### config.mk
export PLATFORM = sky130hd
export DESIGN_NAME = instr_fetch
export DESIGN_NICKNAME = d
export VERILOG_FILES = /design/src/rtl/instr_fetch_pkg.sv /design/src/rtl/instr_fetch_sat_counter.sv /design/src/rtl/instr_fetch.sv
export SDC_FILE = /design/constraint.sdc
export NUM_CORES = 1
export LEC_CHECK = 0
export CAP_MARGIN = 0
export CORE_ASPECT_RATIO = 0.7
export CORE_MARGIN = 3
export CORE_UTILIZATION = 35
export DETAILED_ROUTE_END_ITERATION = 12
export PLACE_DENSITY = 0.69
export SLEW_MARGIN = 20
export SYNTH_ARGS = -nofsm -noshare
export SYNTH_HDL_FRONTEND = slang
export SYNTH_SLANG_ARGS = --single-unit
### constraint.sdc
create_clock -name CLK -period 3.4 [get_ports CLK]
set_clock_uncertainty 0.15 [all_clocks]
set_input_delay 0.68 -clock CLK [delete_from_list [all_inputs] [get_ports CLK]]
set_output_delay 0.68 -clock CLK [all_outputs]
set_load 0.005 [all_outputs]
### src/rtl/instr_fetch_pkg.sv
// Shared types and constants for the instruction fetch stage.
package fetch_pkg;

  typedef enum logic [1:0] {
    ST_BOOT  = 2'b00,
    ST_RUN   = 2'b01,
    ST_FAULT = 2'b10
  } fetch_state_e;

  typedef enum logic [1:0] {
    FAULT_NONE     = 2'b00,
    FAULT_MISALIGN = 2'b01,
    FAULT_RANGE    = 2'b10
  } fault_code_e;

  localparam logic [31:0] PC_STEP = 32'd4;

endpackage

### src/rtl/instr_fetch_sat_counter.sv
// Saturating up-counter with enable and asynchronous active-high reset.
module sat_counter #(
  parameter int unsigned WIDTH = 32
) (
  input  logic             clk_i,
  input  logic             rst_i,
  input  logic             en_i,
  output logic [WIDTH-1:0] count_o
);

  logic [WIDTH-1:0] count_q;

  always_ff @(posedge clk_i or posedge rst_i) begin
    if (rst_i) begin
      count_q <= '0;
    end else if (en_i && (count_q != '1)) begin
      count_q <= count_q + WIDTH'(1);
    end
  end

  assign count_o = count_q;

endmodule

### src/rtl/instr_fetch.sv
// Instruction fetch stage: drives a registered program ROM, handles stall,
// redirect and address faults, and keeps transfer/stall performance counters.
module instr_fetch
  import fetch_pkg::*;
#(
  parameter logic [31:0] RESET_PC  = 32'h0000_0000,
  parameter int unsigned ROM_BYTES = 65536
) (
  input  logic        CLK,
  input  logic        RST,
  input  logic        STALL,
  input  logic        REDIRECT,
  input  logic [31:0] REDIRECT_PC,
  output logic [31:0] ROM_ADDR,
  input  logic [31:0] ROM_DATA,
  output logic [31:0] INSTR_OUT,
  output logic [31:0] PC_OUT,
  output logic [31:0] PC_PLUS4_OUT,
  output logic        VALID_OUT,
  output logic [1:0]  FAULT_CODE,
  output logic [31:0] FETCH_COUNT,
  output logic [31:0] STALL_COUNT
);

  fetch_state_e state_q;
  fault_code_e  fault_q;
  logic [31:0]  pc_q;
  logic         valid_q;

  logic [32:0]  sel_addr;
  logic         misalign;
  logic         out_of_range;
  logic         fetch_en;
  logic         stall_en;

  // Carry bit kept so a sequential step wrapping past 2^32 counts as out of range.
  always_comb begin
    sel_addr = {1'b0, pc_q} + {1'b0, PC_STEP};
    if (REDIRECT) begin
      sel_addr = {1'b0, REDIRECT_PC};
    end else if (STALL) begin
      sel_addr = {1'b0, pc_q};
    end
    misalign     = REDIRECT && (REDIRECT_PC[1:0] != 2'b00);
    out_of_range = sel_addr >= 33'(ROM_BYTES);

    ROM_ADDR = pc_q;
    case (state_q)
      ST_BOOT: ROM_ADDR = RESET_PC;
      ST_RUN:  ROM_ADDR = (misalign || out_of_range) ? pc_q : sel_addr[31:0];
      default: ROM_ADDR = pc_q;
    endcase
  end

  always_ff @(posedge CLK or posedge RST) begin
    if (RST) begin
      state_q <= ST_BOOT;
      pc_q    <= RESET_PC;
      valid_q <= 1'b0;
      fault_q <= FAULT_NONE;
    end else begin
      case (state_q)
        ST_BOOT: begin
          state_q <= ST_RUN;
          pc_q    <= RESET_PC;
          valid_q <= 1'b1;
        end
        ST_RUN: begin
          if (misalign) begin
            state_q <= ST_FAULT;
            fault_q <= FAULT_MISALIGN;
            valid_q <= 1'b0;
          end else if (out_of_range) begin
            state_q <= ST_FAULT;
            fault_q <= FAULT_RANGE;
            valid_q <= 1'b0;
          end else begin
            pc_q <= ROM_ADDR;
          end
        end
        ST_FAULT: begin
          valid_q <= 1'b0;
        end
        default: begin
          state_q <= ST_BOOT;
          valid_q <= 1'b0;
        end
      endcase
    end
  end

  // valid_q is high exactly while in RUN, so it doubles as the RUN qualifier.
  assign fetch_en = valid_q && !STALL;
  assign stall_en = valid_q && STALL;

  sat_counter #(.WIDTH(32)) u_fetch_cnt (
    .clk_i   (CLK),
    .rst_i   (RST),
    .en_i    (fetch_en),
    .count_o (FETCH_COUNT)
  );

  sat_counter #(.WIDTH(32)) u_stall_cnt (
    .clk_i   (CLK),
    .rst_i   (RST),
    .en_i    (stall_en),
    .count_o (STALL_COUNT)
  );

  assign INSTR_OUT    = ROM_DATA;
  assign PC_OUT       = pc_q;
  assign PC_PLUS4_OUT = pc_q + PC_STEP;
  assign VALID_OUT    = valid_q;
  assign FAULT_CODE   = fault_q;

endmodule

* Word-level counts from Yosys, hierarchy flattened *
Index checks and enable logic that the tools add are counted.

cells by class
  add/subtract/negate cells = 4
  multipliers = 0
  div/mod/pow operators = 0
  order comparisons = 1
  equal/unequal tests = 7
  shift operators = 0
  multiplexer cells = 14
  bitwise operators = 1
  reduce and logical (&&, ||, !) cells = 14

operators by type and width
  cell                   count
  $pmux 32 s2            2
  $mux 32                3
  $mux 33                2
  $add 32x1->32 const B  2
  $ne 32x32->1 const B   2
  $add 32x3->33 const B  1
  $ge 33x17->1 const B   1
  $add 32x3->32 const B  1
  $mux 2                 3
  $pmux 2 s3             1
  $reduce_bool 2->1      3
  $logic_and 1x1->1      5
  $ne 2x2->1 const B     2
  $reduce_and 2->1       2
  $ne 3x3->1 const B     1
  $reduce_and 3->1       1
  $eq 2x1->1 const B     1
  $eq 2x2->1 const B     1
  $logic_not 2->1        1
  $mux 1                 2
  $pmux 1 s2             1
  $logic_not 1->1        1
  $logic_or 1x1->1       1
  $not 1->1              1

storage, ports and cells
  register bits = 101
  bits in latches = 0
  memory bits (writable) = 0
  ROM bits = 0
  bits of input ports = 68
  output and inout bits = 195
  logic and storage cells = 47
  memories kept = 0

* Logic depth before layout (Yosys ltp) *
Gate-level depths: netlist (run 1).

  depth after elaboration = 10
  depth in mapped cells = 12
  gate-level depth less buffers = 9

* Hierarchy *
A second synthesis (run 1) with hierarchy kept.

second synthesis, totals
  cells, all modules = 682
  area, all modules = 6348.6 um2

modules (own cells, without submodules)
  module       times used  cells each  area each (um2)  sequential area each (um2)
  instr_fetch  1           404         3225.6           925.9
  sat_counter  2           139         1561.5           800.8

* Worst setup path before layout (run 1) *
OpenSTA, ideal clock, no wires.

  path kind = register to output
  start point = register pc_q[9] (netlist: PC_OUT[9])
  end point = output port ROM_ADDR[10]
  arrival time = 2994 ps
  path slack = -424 ps
  cell stages (with the launch flop) = 12
  path buffers = 3
  path through = dfrtp_1 buf_2 nand3_1 or4_1 nor3_1 xor2_1 o41ai_1 a31oi_1 or3_1 buf_2 buf_4 o22ai_1

between the ends
  word-level cells in the longest chain between the ends = 7

RTL lines
  what                    RTL line           text
  start, declared         instr_fetch.sv:27  logic [31:0] pc_q;
  start signal, assigned  instr_fetch.sv:58  pc_q <= RESET_PC;
  start signal, assigned  instr_fetch.sv:65  pc_q <= RESET_PC;
  start signal, assigned  instr_fetch.sv:78  pc_q <= ROM_ADDR;
  $add 32x3->33           instr_fetch.sv:38  sel_addr = {1'b0, pc_q} + {1'b0, PC_STEP};
  $mux 33 *               instr_fetch.sv:41  end else if (STALL) begin
  $mux 33 *               instr_fetch.sv:39  if (REDIRECT) begin
  $ge 33x17->1            instr_fetch.sv:45  out_of_range = sel_addr >= 33'(ROM_BYTES);
  $logic_or 1x1->1        instr_fetch.sv:50  ST_RUN: ROM_ADDR = (misalign || out_of_range) ? pc_q : sel_addr[31:0];
  $mux 32 *               instr_fetch.sv:50
  $pmux 32 s2 *           instr_fetch.sv:48  case (state_q)
  end, declared           instr_fetch.sv:14  output logic [31:0] ROM_ADDR,

Every way passes the cells marked *; elsewhere a longest branch is shown, timed or not.

* Final worst setup path (run 1) *
  start point = register pc_q[4] (netlist: PC_OUT[4])
  end point = output port ROM_ADDR[14]

Same word-level chain as after synthesis.

==> results.ini, run 1 <==
[clocking]
cts_buffers = 9
clockBufferDepth = 2
cts.sinks = 101
ctsHoldBuffers = 0
cts.clk_slew.worst_paths_ps = 70
cts.htree.levels = 3
clk_latency_ps = 340
clockRootBuffer = clkbuf_16
tritoncts = built

[power_and_ir_drop]
p_total_mw = 4.65
p_sw_frac = 0.343
power_frac_comb = 0.430
pwr-share-clk = 0.235
max-vdd-ir-drop_v = 0.000282
leakage_nw = 4.21
internal_power_mw = 3.06
power_frac_seq = 0.335
power_switching_mw = 1.59
p_per_area_nw_per_um2 = 468

[global_route]
grtUsageTotal = 0.223
grt_pass1_wl_um = 33400
grt_pass1_vias = 6040
grt_max_degree = 59
antenna_found_initial = 0
gr-total-overflow = 0

[die]
start_util = 0.366
die_h_um = 117
num_rows = 39
io-pin-count = 263
dieWidth_um = 164
dieArea_sq_um = 19100
coreArea_sq_um = 16700

[job]
maxCapViolCount = 0

[critical_path]
cp_max_fo = 7
crit_buf_inv = 3
start_kind = register
rr_worst_depth = 9
cp_top_family = simple AND/OR/NAND/NOR gates
cp_slowest_cell = or4_4
path_class = reg -> out
timing.rr.start = PC_OUT[4]
critPathMaxStageDelay_ps = 580
crit_chain = and4_4 -> nand3_4 -> or4b_4 -> a2111oi_4 -> o32ai_4 -> buf_12 -> buf_6 -> or4_4 -> o221ai_4 -> buf_2
crit_arrival_ps = 3360
reg2reg_to = PC_OUT[2]
worstPathRequired_ps = 2570
r2r_slack_ps = -40
cp-end-kind = output port

[placement]
portBuffers = 198
dpl_cell_area_sq_um = 9110
place_congestion = 0.961
preCtsSetupSlack_ps = -1370
dp.final_hpwl_um = 15800

[synth]
ys_seq_area_frac = 0.413
ys.warnings.count = 0
syn_inst = 652
syn_area_sq_um = 6120
netlist-cell-type-count = 59
synth_edf_count = 0
ys.flop_type = dfrtp_1
synth_fp_nets = 723
async_reset_ff_frac = 1.00
syn_avg_cell_area_sq_um = 9.39
yosys_register_bits = 101

[layout]
areaGrowthSynthToFinish_pct = 62.5
drive_gt1_frac = 0.301
final_cell_area_sq_um = 9950
final_util = 0.594
antenna_cells = 0
layout.nets = 1026

[sta]
final-setup-viol-count = 35
hold_viol = 0
fin_tns_setup_ps = -20810
timing.slew.headroom = 0.558
post-route-min-period_ps = 4190
slew_violations = 0
rsz0062_at_grt = yes
worst_slew_pin_slew_ps = 655
clock.fmax_mhz = 238
worst_slack_ps = -794
timing.final.crit_share = 1.23

[routing]
drc = 0
wire_per_inst_um = 18.0
avgViaCountPerCell = 5.18
via_count = 6139
drtIter0Drc = 555
drt-pass1-iter-count = 6
ant_nets = 0
drt_wl_total_um = 21400

[min_path]
min_path_cells = 1
min_from = u_fetch_cnt.count_o[5]
min_to = u_fetch_cnt.count_o[5]
hp-class = reg -> reg

[run_status]
violations = negative setup slack
status = finished with violations

[layout make-up]
type / instances / area, sq um
clock buffer: 9 / 225
clock inverter: 7 / 91.3
fill: 1438 / 6790
inverter: 21 / 82.6
multi-input combinational: 463 / 3510
sequential: 101 / 2530
tap: 225 / 282
timing repair buffer: 359 / 3230
[cells by family after synthesis]
group,synth area share
AOI/OAI and AO/OA,0.0936
xor gates and xnor gates,0.132
adders and majority gates,0.00613
buffers and inverters,0.0855
DFF,0.413
muxes,0.00532
and+or+nand+nor,0.265
[through the flow]
step                cells  hold WS [ps]
floorplan             652           330
global placement     1138           325
detailed placement   1138           334
CTS                  1179           350
global route         1185           378
finish               1185           342
[worst max-delay path by stage]
stage,startpoint,end,cells past startpoint
2_1_floorplan,PC_OUT[9],ROM_ADDR[10],11
3_3_place_gp,STALL,ROM_ADDR[5],11
3_5_place_dp,STALL,ROM_ADDR[5],11
4_1_cts,PC_OUT[4],ROM_ADDR[5],9
5_1_grt,PC_OUT[4],ROM_ADDR[5],11
6_report,PC_OUT[4],ROM_ADDR[14],10
[state kept, by name, summed over array words and instances (netlist names)]
signal	cells
u_stall_cnt.count_o	32
state_q	2
u_fetch_cnt.count_o	32
PC_OUT	32
VALID_OUT	1
FAULT_CODE	2
[cells in the final DEF (no fill, tap or decap), types with 20 or more instances in the layout]
| cell type | netlist | final |
|---|---|---|
| nor2_1 | 25 | 20 |
| buf_4 | 42 | 132 |
| inv_1 | 21 | 20 |
| dfrtp_1 | 101 | 98 |
| nand2_1 | 55 | 54 |
| buf_2 | 11 | 29 |
| nand3_1 | 42 | 39 |
| nand4_1 | 28 | 28 |
| clkdlybuf4s50_1 | 0 | 161 |
| xnor2_1 | 75 | 75 |
| nor2b_1 | 29 | 29 |
| buf_6 | 2 | 21 |
[power by group through the flow]
stage	Sequential (mW)	Clock [mW]	Combinational, mW
floorplan	1.55	0	0.776
global placement	1.55	0	1.78
detailed placement	1.55	0	1.79
CTS	1.54	1.13	1.97
global route	1.59	1.17	2.16
finish	1.56	1.09	2.00
[Yosys cell counts, types with 11 or more instances]
library cell  number  share of area
nand3_1           42          0.034
nand4_1           28          0.029
clkbuf_1          11         0.0067
nor2_1            25          0.015
buf_2             11         0.0090
buf_4             42          0.052
nor3_1            20          0.016
nor2b_1           29          0.030
nor4_1            20          0.020
inv_1             21          0.013
dfrtp_1          101           0.41
nand2_1           55          0.034
o22ai_1           12          0.012
and3_1            16          0.016
and4_1            11          0.016
a21oi_1           17          0.014
xor2_1            17          0.024
and2_1            11          0.011
xnor2_1           75           0.11
[layer usage]
metal | GRT usage | up-vias | part of all wire
li1 | - | 2902 | -
met1 | 0.321 | 2956 | 0.47
met2 | 0.327 | 246 | 0.43
met3 | 0.0691 | 35 | 0.086
met4 | 0.0541 | 0 | 0.015
met5 | 0 | - | 0
[repair_timing]
action,4_1_cts,5_1_grt
gates resized for setup,193,21
setup buffers,26,7
gates cloned,1,0
setup endpoints to repair,51,56
pin swaps,39,9
Note: power is estimated with default switching activity, not from simulation.
==> run 2: changes to the inputs <==
- SKIP_CTS_REPAIR_TIMING: not set -> 1
==> run 2 against run 1 <==
Effect of this change:
- the flow still finishes with violations (negative setup slack)
- global-route usage shrank 1.3 points
- non-clock buffer count grew 7
- critical path depth grew 5
- critical path type unchanged
- combinational power grew 11%
- largest power group unchanged
- largest cell class unchanged
==> results.ini, run 2 (synthesis gave the netlist of run 1 again) <==
[sta]
hold_viol = 0
worst_slack_ps = -1070
clock.fmax_mhz = 224
timing.slew.headroom = 0.558
final-setup-viol-count = 45
holdWs_ps = 343
worst_slew_pin_slew_ps = 656
post-route-min-period_ps = 4470
rsz0062_at_grt = yes
slew_violations = 0
timing.final.crit_share = 1.31

[layout]
final_cell_area_sq_um = 10000
antenna_cells = 0
fin_cells = 1192
final_cell_mix = clkdlybuf4s50_1, buf_4, dfrtp_1
areaGrowthSynthToFinish_pct = 63.4
layout.nets = 1033
drive_gt1_frac = 0.297
layout_commonest_cell = clkdlybuf4s50_1

[placement]
dpl_cell_area_sq_um = 9110
place_congestion = 0.961
dp.final_hpwl_um = 15800
portBuffers = 198
post-place-cells = 1138

[routing]
drt-pass1-iter-count = 6
drc = 0
via_count = 6188
ant_nets = 0
drtIter0Drc = 538
wire_per_inst_um = 18.2
drt_wl_total_um = 21700
avgViaCountPerCell = 5.19

[power_and_ir_drop]
max-vdd-ir-drop_v = 0.000284
p_total_mw = 4.87
power_frac_comb = 0.456
power_frac_seq = 0.319
internal_power_mw = 3.21
power_switching_mw = 1.66
pwr-share-clk = 0.225
leakage_nw = 4.31
p_sw_frac = 0.341
p_per_area_nw_per_um2 = 487

[die]
num_rows = 39
die_h_um = 117
dieArea_sq_um = 19100
coreArea_sq_um = 16700
start_util = 0.366
io-pin-count = 263
dieWidth_um = 164

[critical_path]
cp_max_fo = 5
reg2reg_to = PC_OUT[14]
rr_worst_depth = 15
path_class = reg -> out
startpoint = PC_OUT[4]
r2r_slack_ps = -120
start_kind = register
timing.rr.start = PC_OUT[4]
endpoint = ROM_ADDR[14]
crit_arrival_ps = 3640
cp-end-kind = output port
worstPathRequired_ps = 2570

[global_route]
grt_pass1_wl_um = 31500
grtUsageTotal = 0.210
grt_max_degree = 59
antenna_found_initial = 0
gr-total-overflow = 0
grt_pass1_vias = 5681

[clocking]
cts.sinks = 101
clk_latency_ps = 350
clockRootBuffer = clkbuf_16
tritoncts = built
cts.htree.levels = 3
clockBufferDepth = 2
cts.clk_slew.worst_paths_ps = 70
cts_buffers = 9

[min_path]
hp-class = reg -> reg

[run_status]
violations = negative setup slack
status = finished with violations

[job]
maxCapViolCount = 0

## run 2: cell count changes in the layout (fill, tap and decap cells not counted), sizes merged
cell,change
dlygate4sd2,-3
clkdlybuf4s50,+1
buf,-18
dlymetal6s2s,+5
clkbuf,+24
clkdlybuf4s15,-2
## run 2: cell type report
cell class,instances,area [sq um]
Tap cell,225,282
Sequential cell,101,2530
Inverter,21,82.6
Clock inverter,7,91.3
Fill cell,1464,6740
Clock buffer,9,225
Timing Repair Buffer,366,3330
Multi-Input combinational cell,463,3460
## run 2: layer usage
| layer | global-route usage | wire (um) | vias up |
|---|---|---|---|
| met2 | 0.296 | 9230 | 291 |
| met1 | 0.313 | 10200 | 2958 |
| met4 | 0.0507 | 235 | 0 |
| met5 | 0 | 0 | - |
| met3 | 0.0635 | 1960 | 28 |
| li1 | - | - | 2911 |
## run 2: critical path: stages, from the launching register on
cell       delay [ps]
dfrtp_1           410
nand4_1           220
or4_4             620
nor3_4            230
xor2_2            120
o41ai_4           340
buf_4             190
nand3_4            80
buf_8             140
a31oi_4           200
buf_6             140
clkbuf_16         130
buf_6              90
buf_6             100
o221ai_4          110
buf_2             170
## run 2: worst min-delay path by stage
stage               slack, ps                    start  depth (start not counted)                       to
finish                    340   u_fetch_cnt.count_o[5]                          1   u_fetch_cnt.count_o[5]
global route              380  u_fetch_cnt.count_o[26]                          1  u_fetch_cnt.count_o[26]
CTS                       350   u_fetch_cnt.count_o[5]                          1   u_fetch_cnt.count_o[5]
detailed placement        330            FAULT_CODE[0]                          1            FAULT_CODE[0]
global placement          320  u_fetch_cnt.count_o[26]                          1  u_fetch_cnt.count_o[26]
floorplan                 330   u_fetch_cnt.count_o[7]                          1   u_fetch_cnt.count_o[7]
## run 2: power groups by stage
stage	clock, mW	sequential [mW]	combinational (mW)
2_1_floorplan	0	1.55	0.776
3_3_place_gp	0	1.55	1.78
3_5_place_dp	0	1.55	1.79
4_1_cts	1.13	1.53	1.79
5_1_grt	1.17	1.58	2.37
6_report	1.10	1.55	2.22
## run 2: stage by stage
step	setup slack [ps]	util	TNS, ps
2_1_floorplan	-163	-	-2000
3_3_place_gp	-1350	0.544	-48090
3_5_place_dp	-1370	0.544	-50010
4_1_cts	-1380	0.563	-40720
5_1_grt	-1130	0.597	-29870
6_report	-1070	0.597	-27010
==> run 3: changes to the inputs <==
- GPL_TIMING_DRIVEN: not set -> 0
==> run 3 against run 2 <==
Effect of this change:
- the run still ends with negative setup slack left
- first-iteration DRC count down 5.6%
- clock power hardly changed
- hold slack lost 2.1 ps
- non-clock buffer count down 17
- sequential cell count unchanged
- via count is 0.45% lower
==> results.ini, run 3 (synthesis gave the netlist of run 1 again) <==
[die]
die_h_um = 117
dieWidth_um = 164
io-pin-count = 263
dieArea_sq_um = 19100
num_rows = 39
start_util = 0.366
coreArea_sq_um = 16700

[sta]
slew_violations = 0
timing.final.crit_share = 1.29
hold_viol = 0
worst_slack_ps = -987
worst_slew_pin_slew_ps = 633
rsz0062_at_grt = yes
post-route-min-period_ps = 4390
holdWs_ps = 340
clock.fmax_mhz = 228
fin_tns_setup_ps = -26260
final-setup-viol-count = 39
timing.slew.headroom = 0.575

[routing]
ant_nets = 0
avgViaCountPerCell = 5.24
drt-pass1-iter-count = 5
drtIter0Drc = 508
via_count = 6160
drc = 0
drt_wl_total_um = 21600
wire_per_inst_um = 18.4

[power_and_ir_drop]
p_total_mw = 4.88
max-vdd-ir-drop_v = 0.000285
p_per_area_nw_per_um2 = 482
leakage_nw = 4.41

[clocking]
cts.clk_slew.worst_paths_ps = 80
clockBufferDepth = 2
clockRootBuffer = clkbuf_16
cts.htree.levels = 3
clk_latency_ps = 350
cts.sinks = 101
cts_buffers = 9
tritoncts = built

[placement]
dp.final_hpwl_um = 16000
place_congestion = 0.965
preCtsSetupSlack_ps = -1650
portBuffers = 229

[critical_path]
timing.rr.start = PC_OUT[13]
crit_arrival_ps = 3560
cp.depth = 15
cp_top_family = compound AO/OA/AOI/OAI gates
crit_buf_inv = 7
start_kind = register
r2r_slack_ps = -70
startpoint = PC_OUT[13]
cp-end-kind = output port
rr_worst_depth = 16
endpoint = ROM_ADDR[5]
reg2reg_to = PC_OUT[11]
critPathMaxStageDelay_ps = 540
cp_slowest_cell = or4b_4
path_class = reg -> out
cp_max_fo = 7
crit_chain = buf_6 -> and4_1 -> buf_6 -> nand3_4 -> or4b_4 -> a2111oi_4 -> o32ai_4 -> a21o_1 -> a31oi_4 -> buf_12 -> buf_6 -> buf_6 -> buf_8 -> o221ai_4 -> clkbuf_2
crit_top_cell = buf_6
worstPathRequired_ps = 2570

[layout]
layout_commonest_cell = clkdlybuf4s50_1
final_cell_mix = clkdlybuf4s50_1, dfrtp_1, xnor2_1
drive_gt1_frac = 0.240
layout.nets = 1016
antenna_cells = 0
areaGrowthSynthToFinish_pct = 65.5

[global_route]
grtUsageTotal = 0.207
grt.busiest_layer = met1
gr-total-overflow = 0
grt_util_met3 = 0.0663
met2_usage = 0.288
met1_usage = 0.314
grt_max_degree = 29
grt_pass1_vias = 5400
grt_pass1_wl_um = 31100
antenna_found_initial = 0

[run_status]
violations = negative setup slack
status = finished with violations

[min_path]
min_from = u_fetch_cnt.count_o[22]
hp-class = reg -> reg

[job]
maxCapViolCount = 0

run 3: cell count changes in the layout (fill, tap and decap cells not counted), moves of 4 or more:
cell             previous run  this run
buf_2                       5         9
buf_4                     142        68
buf_6                      15        22
clkbuf_1                    0         7
clkbuf_2                   22        13
clkdlybuf4s50_1           162       192
dfrtp_1                    99        93
dfrtp_2                     2         8
dlymetal6s2s_1              8        18
run 3: how the worst min path moves through the flow:
stage	endpoint	slack, ps	cells past startpoint
floorplan	u_fetch_cnt.count_o[7]	330	1
global route	u_fetch_cnt.count_o[22]	350	1
CTS	u_fetch_cnt.count_o[22]	340	1
detailed placement	FAULT_CODE[0]	330	1
finish	u_fetch_cnt.count_o[22]	340	1
global placement	u_fetch_cnt.count_o[26]	330	1
run 3: power breakdown:
part | leakage, nW | internal [mW] | switching, mW | total, mW
Sequential | 1.35 | 1.36 | 0.220 | 1.58
Combinational | 2.91 | 1.26 | 0.938 | 2.20
Clock | 0.154 | 0.594 | 0.506 | 1.10
run 3: final cells by class:
cell class / instances / area [sq um]
timing repair buffer: 281 / 2850
inverter: 21 / 82.6
tap: 225 / 282
multi-input combinational: 463 / 3480
clock buffer: 10 / 229
fill: 1410 / 6610
clock inverter: 6 / 86.3
sequential: 101 / 2540
buffer: 68 / 586
run 3: per-layer routing:
layer	vias to the layer above	routed length, um
li1	2884	-
met1	2950	9990
met2	308	9260
met3	18	2150
met4	0	233
met5	-	0
run 3: worst register-to-register path, cell delays in order (launching register included):
cell	delay [ps]
dfrtp_1	370
buf_6	130
and4_1	190
buf_6	120
nand3_4	70
or4b_4	540
a2111oi_4	450
o32ai_4	180
a21o_1	250
a31oi_4	170
buf_12	120
buf_6	90
buf_6	120
buf_6	90
buf_6	80
clkbuf_16	140
o32ai_2	70
run 3: stage by stage:
step,std cells,area [sq um],util
after floorplan,652,6290,-
after global routing,1175,10100,0.605
after global placement,1106,8860,0.529
after detailed placement,1110,8960,0.535
final,1175,10100,0.605
after CTS,1126,9270,0.554
